<file path="src/rtl/i4003_chain_driver.sv">
// Shifts a CHAIN_LEN-bit word MSB-first into cascaded i4003s, then enables outputs; I4003_READBACK_EN adds readback.
// done pulses CHAIN_LEN*(SETUP_CY+HIGH_CY+LOW_CY)+1 cycles after accept; load_ready is low until DONE ends, busy requests dropped.
module i4003_chain_driver #(
  parameter int SYSCLK_TCY         = 20,
  parameter int CHAIN_LEN          = 10,
  parameter int SETUP_NS           = 100,
  parameter int CP_HIGH_NS         = 500,
  parameter int CP_LOW_NS          = 500,
  parameter bit BLANK_DURING_SHIFT = 1'b1
) (
  input  logic                 sysclk,
  input  logic                 rst_n,
  input  logic                 load_valid,
  output logic                 load_ready,
  input  logic [CHAIN_LEN-1:0] load_data,
  output logic                 done,
  output logic                 cp,
  output logic                 serial_data,
  output logic                 enable
`ifdef I4003_READBACK_EN
  ,
  input  logic                 serial_return,
  output logic [CHAIN_LEN-1:0] rd_data
`endif
);

  function automatic int nstocy(input int ns);
    return (ns + SYSCLK_TCY - 1) / SYSCLK_TCY;
  endfunction

  // Every phase lasts at least one cycle so the counter reload never underflows.
  localparam int SETUP_CY = (nstocy(SETUP_NS) < 1) ? 1 : nstocy(SETUP_NS);
  localparam int HIGH_CY  = (nstocy(CP_HIGH_NS) < 1) ? 1 : nstocy(CP_HIGH_NS);
  localparam int LOW_CY   = (nstocy(CP_LOW_NS) < 1) ? 1 : nstocy(CP_LOW_NS);
  localparam int MAX_HL   = (HIGH_CY > LOW_CY) ? HIGH_CY : LOW_CY;
  localparam int MAX_CY   = (SETUP_CY > MAX_HL) ? SETUP_CY : MAX_HL;
  localparam int CNT_W    = (MAX_CY > 1) ? $clog2(MAX_CY) : 1;
  localparam int BIT_W    = (CHAIN_LEN > 1) ? $clog2(CHAIN_LEN) : 1;

  localparam logic [CNT_W-1:0] SETUP_LD = CNT_W'(SETUP_CY - 1);
  localparam logic [CNT_W-1:0] HIGH_LD  = CNT_W'(HIGH_CY - 1);
  localparam logic [CNT_W-1:0] LOW_LD   = CNT_W'(LOW_CY - 1);
  localparam logic [BIT_W-1:0] LAST_BIT = BIT_W'(CHAIN_LEN - 1);

  typedef enum logic [2:0] {IDLE, SETUP, HIGH, LOW, DONE} state_t;

  state_t               state;
  logic [CNT_W-1:0]     phase_cnt;
  logic [BIT_W-1:0]     bit_cnt;
  logic [CHAIN_LEN-1:0] shreg;
  logic [CHAIN_LEN-1:0] shreg_nx;
  logic                 phase_end;
  logic                 frame_end;

  assign shreg_nx  = shreg << 1;
  assign phase_end = (phase_cnt == '0);
  assign frame_end = (state == LOW) && phase_end && (bit_cnt == LAST_BIT);

  always_ff @(posedge sysclk or negedge rst_n) begin
    if (!rst_n) begin
      state       <= IDLE;
      phase_cnt   <= '0;
      bit_cnt     <= '0;
      shreg       <= '0;
      load_ready  <= 1'b1;
      done        <= 1'b0;
      cp          <= 1'b0;
      serial_data <= 1'b0;
      enable      <= 1'b0;
    end else begin
      done <= 1'b0;
      case (state)
        IDLE: begin
          if (load_valid && load_ready) begin
            shreg       <= load_data;
            bit_cnt     <= '0;
            phase_cnt   <= SETUP_LD;
            serial_data <= load_data[CHAIN_LEN-1];
            load_ready  <= 1'b0;
            if (BLANK_DURING_SHIFT) enable <= 1'b0;
            state       <= SETUP;
          end
        end
        SETUP: begin
          if (phase_end) begin
            cp        <= 1'b1;
            phase_cnt <= HIGH_LD;
            state     <= HIGH;
          end else begin
            phase_cnt <= phase_cnt - 1'b1;
          end
        end
        HIGH: begin
          if (phase_end) begin
            cp        <= 1'b0;
            phase_cnt <= LOW_LD;
            state     <= LOW;
          end else begin
            phase_cnt <= phase_cnt - 1'b1;
          end
        end
        LOW: begin
          if (phase_end) begin
            shreg <= shreg_nx;
            if (bit_cnt == LAST_BIT) begin
              done        <= 1'b1;
              enable      <= 1'b1;
              serial_data <= 1'b0;
              state       <= DONE;
            end else begin
              bit_cnt     <= bit_cnt + 1'b1;
              serial_data <= shreg_nx[CHAIN_LEN-1];
              phase_cnt   <= SETUP_LD;
              state       <= SETUP;
            end
          end else begin
            phase_cnt <= phase_cnt - 1'b1;
          end
        end
        DONE: begin
          load_ready <= 1'b1;
          state      <= IDLE;
        end
        default: state <= IDLE;
      endcase
    end
  end

`ifdef I4003_READBACK_EN
  // The chain's serial_out has long settled by the end of SETUP, so sample there.
  logic [CHAIN_LEN-1:0] cap;

  always_ff @(posedge sysclk or negedge rst_n) begin
    if (!rst_n) begin
      cap     <= '0;
      rd_data <= '0;
    end else begin
      if (state == SETUP && phase_end) cap <= (cap << 1) | CHAIN_LEN'(serial_return);
      if (frame_end) rd_data <= cap;
    end
  end
`endif

endmodule

</file>
<file path="config.mk">
export PLATFORM = sky130hd
export DESIGN_NAME = i4003_chain_driver
export DESIGN_NICKNAME = d
export VERILOG_FILES = /design/src/rtl/i4003_chain_driver.sv
export SDC_FILE = /design/constraint.sdc
export NUM_CORES = 1
export LEC_CHECK = 0
export CAP_MARGIN = 40
export CORE_MARGIN = 3
export CORE_UTILIZATION = 30
export CTS_CLUSTER_SIZE = 16
export DETAILED_ROUTE_END_ITERATION = 8
export GPL_TIMING_DRIVEN = 0
export PLACE_DENSITY = 0.48
export SLEW_MARGIN = 40
export SYNTH_ARGS = -nofsm -noshare
export SYNTH_HDL_FRONTEND = slang
export SYNTH_SLANG_ARGS = --single-unit
</file>
<file path="constraint.sdc">
create_clock -name sysclk -period 2.9 [get_ports sysclk]
set_clock_uncertainty 0.1 [all_clocks]
set_input_delay 0.58 -clock sysclk [delete_from_list [all_inputs] [get_ports sysclk]]
set_output_delay 0.58 -clock sysclk [all_outputs]
set_load 0.05 [all_outputs]
</file>
* After elaboration in Yosys (flattened, before gate mapping)
Cells that the tools add are included.
** Storage, ports and cells
- Flip-flop bits (word level) :: 26
- Output and inout port bits :: 5
- Logic and storage cells :: 71
** Cells by class
- $add $sub $neg :: 2
- Equality and inequality tests :: 12
- Multiplexer cells :: 33
- Reduce and logical (&&, ||, !) cells :: 15
** Operator list (number)
- 5-bit 2-to-1 mux :: 4
- 9-bit 2-to-1 mux :: 2
- 9-bit one-hot mux with 2 select lines :: 1
- 3-bit 2-to-1 mux :: 5
- 5-bit one-hot mux with 3 select lines :: 1
- 4-bit 2-to-1 mux :: 3
- 3-bit one-hot mux with 4 select lines :: 1
- 4-bit AND reduction :: 3
- 1-bit 2-to-1 mux :: 11
- 2-bit != test (second input constant) :: 5
- 3-bit AND reduction :: 3
- 1-bit one-hot mux with 2 select lines :: 4
- 4-bit one-hot mux with 2 select lines :: 1
- 3-bit by 2-bit == test with 1-bit output (second input constant) :: 2
- 2-bit nonzero test :: 3
- 5-bit zero test :: 1
- 5-bit by 1-bit subtractor with 5-bit output (second input constant) :: 1
- 4-bit by 1-bit adder with 4-bit output (second input constant) :: 1
- 4-bit == test (second input constant) :: 1
- 3-bit by 1-bit == test with 1-bit output (second input constant) :: 1
- 3-bit == test (second input constant) :: 1
- 3-bit zero test :: 1
- 3-bit != test (second input constant) :: 1
- 3-bit nonzero test :: 1
- 4 further kinds :: 4

* Depth between registers and ports, before layout
- Word-level depth :: 4
- Depth in mapped cells :: 7
- Mapped depth without buffers :: 6

* Worst setup path before layout
No wires, ideal clock.
- Kind :: register -> register
- Start :: reg phase_cnt[0]
- End :: reg shreg[1]
- Library setup time :: 127 ps
- Arrival time :: 1818 ps
- Data required time :: 2673 ps
- Slack :: 855 ps
- Stages on the path, launching flop included :: 8
- Clock period less this slack :: 2045 ps
- Path through :: dfrtp_1 inv_1 ha_1 or4b_1 buf_4 nor2_2 o21ai_2 mux2_1
** Between the ends
- Cells in the longest elaborated chain, start to end :: 3
** RTL lines
- start: declaration :: RTL line 48 : logic [CNT_W-1:0] phase_cnt;
- start signal: assignment :: RTL line 90 : phase_cnt <= phase_cnt - 1'b1;
- start signal: assignment :: RTL line 99 : phase_cnt <= phase_cnt - 1'b1;
- start signal: assignment :: RTL line 117 : phase_cnt <= phase_cnt - 1'b1;
- 5-bit zero test :: RTL line 56 : assign phase_end = (phase_cnt == '0);
- 2-bit != test (no source line)
- 3-bit AND reduction (no source line)
- end signal: assignment :: RTL line 75 : shreg <= load_data;
- end signal: assignment :: RTL line 104 : shreg <= shreg_nx;
- end: declaration :: RTL line 50 : logic [CHAIN_LEN-1:0] shreg;
No other way between the ends.
A chain may end at the register's enable or synchronous reset.

* Worst setup path after layout
- Start :: reg load_ready
- End :: out load_ready
** RTL lines
- start: declaration :: RTL line 14 : output logic load_ready,
- start signal: assignment :: RTL line 65 : load_ready <= 1'b1;
- start signal: assignment :: RTL line 79 : load_ready <= 1'b0;
- start signal: assignment :: RTL line 121 : load_ready <= 1'b1;
No word-level cell between the ends.

==> out/results.ini <==
[critical_path]
crit_fanout=4
critPathTopFamily=buffers and inverters
path_class=reg -> out
end_kind=output port
start_kind=flop
worstPathCellList=clkdlybuf4s50_1
critPathSlowestCell=clkdlybuf4s50_1
required_ns=2.22
arrival_ns=1.65
crit_buf_inv=1
slowest_delay_ns=0.80

[global_route]
grt_pass1_vias=957
grt_pass1_wl_um=4540
grt_antenna_before_repair=0
grt_max_degree=27
overflow=0
grt_use_total=0.108

[synthesis]
ys_seq_area_frac=0.482
syn_inst=121
syn_nets=138
netlist_area_um2=1350
synth_top_flop_cell=dfrtp_1
ys_ff_latch=26
ys_types=40
synth_edf_count=0
avgSynthCellArea_um2=11.2
yosys_warnings=0
async_flop_share=1.00

[detailed_routing]
ant_nets=0
route.detailed.drc=0
vias_per_cell=5.23
wirelength_um=2600
drt_iter0_drc=50
vias=1005
wire_per_inst_um=13.6
dr.pass1.iters=4

[power_and_ir_drop]
clkPwrFrac=0.377
seqPwrFrac=0.586
power.total_mw=0.618
p_leak_nw=0.727
power_density_nw_per_um2=376
combPwrFrac=0.036
swShare=0.196
switchingPower_mw=0.121
peakVddDrop_mv=0.143
p_int_mw=0.497

[clock_network]
htree_levels=1
clk_pin_slew_worst_paths_ns=0.10
clk_latency_ns=0.27
cts_buffers=3
cts_setup_buffers=0
cts_tree=built
cts.sink_count=26
cts_resized=0
holdBufCountCts=0
cts-root-buf=clkbuf_8
cts_buffer_depth=2

[final_layout]
finalNetCount=160
n_fill_cell=393
area_delta_synth_final_pct=21.3
layout-drive-gt1-share=0.169
n_antenna_cell=0

[timing]
fin_crit_sh=0.802
drv_slew=0
setup_viol=0
fin_tns_setup_ns=0
period_needed_ns=2.33
worstMarginPinSlew_ns=0.744
max_slew_margin=0.502
final_hold_viol_count=0
rsz0062_at_grt=no
fmaxAchievable_ghz=0.430

[floorplanning]
num_rows=23
core_um2=4170
fp.dieW_um=73.2
start_util=0.324
die_y_um=73.2
die-area_um2=5350
io_pins=18

[run_status]
status=finished clean

[worst_hold_path]
hold_path.class=in -> async

[place]
dp_hpwl_um=1940
io_buffers=17
gp_congestion=0.791

[job]
drv_cap=0

## synthesized netlist by cell type, types with 2 or more instances
cell type  number  area (um^2)
inv_1           6         22.5
dfrtp_1        25          626
clkbuf_1        2         7.51
nand2_1         6         22.5
a21oi_1         5         25.0
a31oi_1         4         25.0
mux2_1          8         90.1
buf_2           2         10.0
or4_1           2         15.0
ha_1            4         50.1
o31ai_1         4         30.0
a21o_1          2         15.0
o21ai_1         3         15.0
nor4_1          2         12.5
nor2_1          7         26.3
mux2_2          8         90.1
nand3_1         2         10.0
o21ai_0         6         30.0
a22o_1          2         17.5
## cells by family after synthesis
kind of cell | synth area share
simple gates | 0.132
compound gates | 0.167
mux | 0.140
fa+ha+maj | 0.0370
flops | 0.482
buf+inv | 0.0351
xor+xnor | 0.00647
## state kept, by name, indices dropped and copies added, names as in the netlist
register / count
load_ready: 1
serial_data: 1
done: 1
bit_cnt: 4
enable: 1
state: 3
shreg: 9
phase_cnt: 5
cp: 1
## worst paths after layout
kind                       cells past startpoint    endpoint  startpoint  slack (ns)
setup / recovery                               1  load_ready  load_ready        0.57
hold / removal                                 1          cp       rst_n        0.20
setup reg to reg                               5    shreg[2]    state[1]        0.65
hold reg to reg                                1    shreg[4]    shreg[4]        0.39
max in group asynchronous                      1        done       rst_n        2.10
min in group sysclk                            1    shreg[4]    shreg[4]        0.39
## power groups by stage
stage                     logic, mW  clock network, mW  registers (mW)
after floorplan            0.000335                  0           0.370
after global placement       0.0240                  0           0.369
after detailed placement     0.0234                  0           0.369
after CTS                    0.0234              0.245           0.362
after global routing         0.0252              0.270           0.362
final                        0.0225              0.233           0.362
## cell type report
class,count,area [um^2],area share
Buffer,5,25.0,0.0152
Clock buffer,4,55.1,0.0335
Inverter,6,22.5,0.0137
Multi-Input combinational cell,84,661,0.402
Sequential cell,26,652,0.397
Tap cell,50,62.6,0.0381
Timing Repair Buffer,17,165,0.101
## routing by layer
metal,vias up,part of all wire,GRT usage
met5,-,0,0
met1,495,0.50,0.151
met4,0,0.0050,0.0307
met3,2,0.036,0.0275
met2,14,0.45,0.164
li1,494,-,-
## layout by cell type, fill, tap and decap left out, types with 3 or more instances in the layout
cell type | synthesis | final
a21oi_1 | 5 | 5
a31oi_1 | 4 | 4
buf_2 | 2 | 3
clkbuf_8 | 0 | 4
clkdlybuf4s50_1 | 0 | 16
dfrtp_1 | 25 | 25
ha_1 | 4 | 4
inv_1 | 6 | 6
mux2_1 | 8 | 8
mux2_2 | 8 | 8
nand2_1 | 6 | 6
nor2_1 | 7 | 7
o21ai_0 | 6 | 6
o21ai_1 | 3 | 3
o31ai_1 | 4 | 4
## per-stage QoR
stage               instances  hold WS, ns  utilization  worst slack [ns]  area [um^2]
global placement          188        0.369        0.380             0.361         1590
floorplan                 121        0.184            -             0.855         1350
CTS                       192        0.215        0.394             0.557         1640
finish                    192        0.198        0.394             0.574         1640
detailed placement        188        0.379        0.381             0.597         1590
global route              192        0.236        0.394             0.438         1640
(Power assumes the default switching activity.)
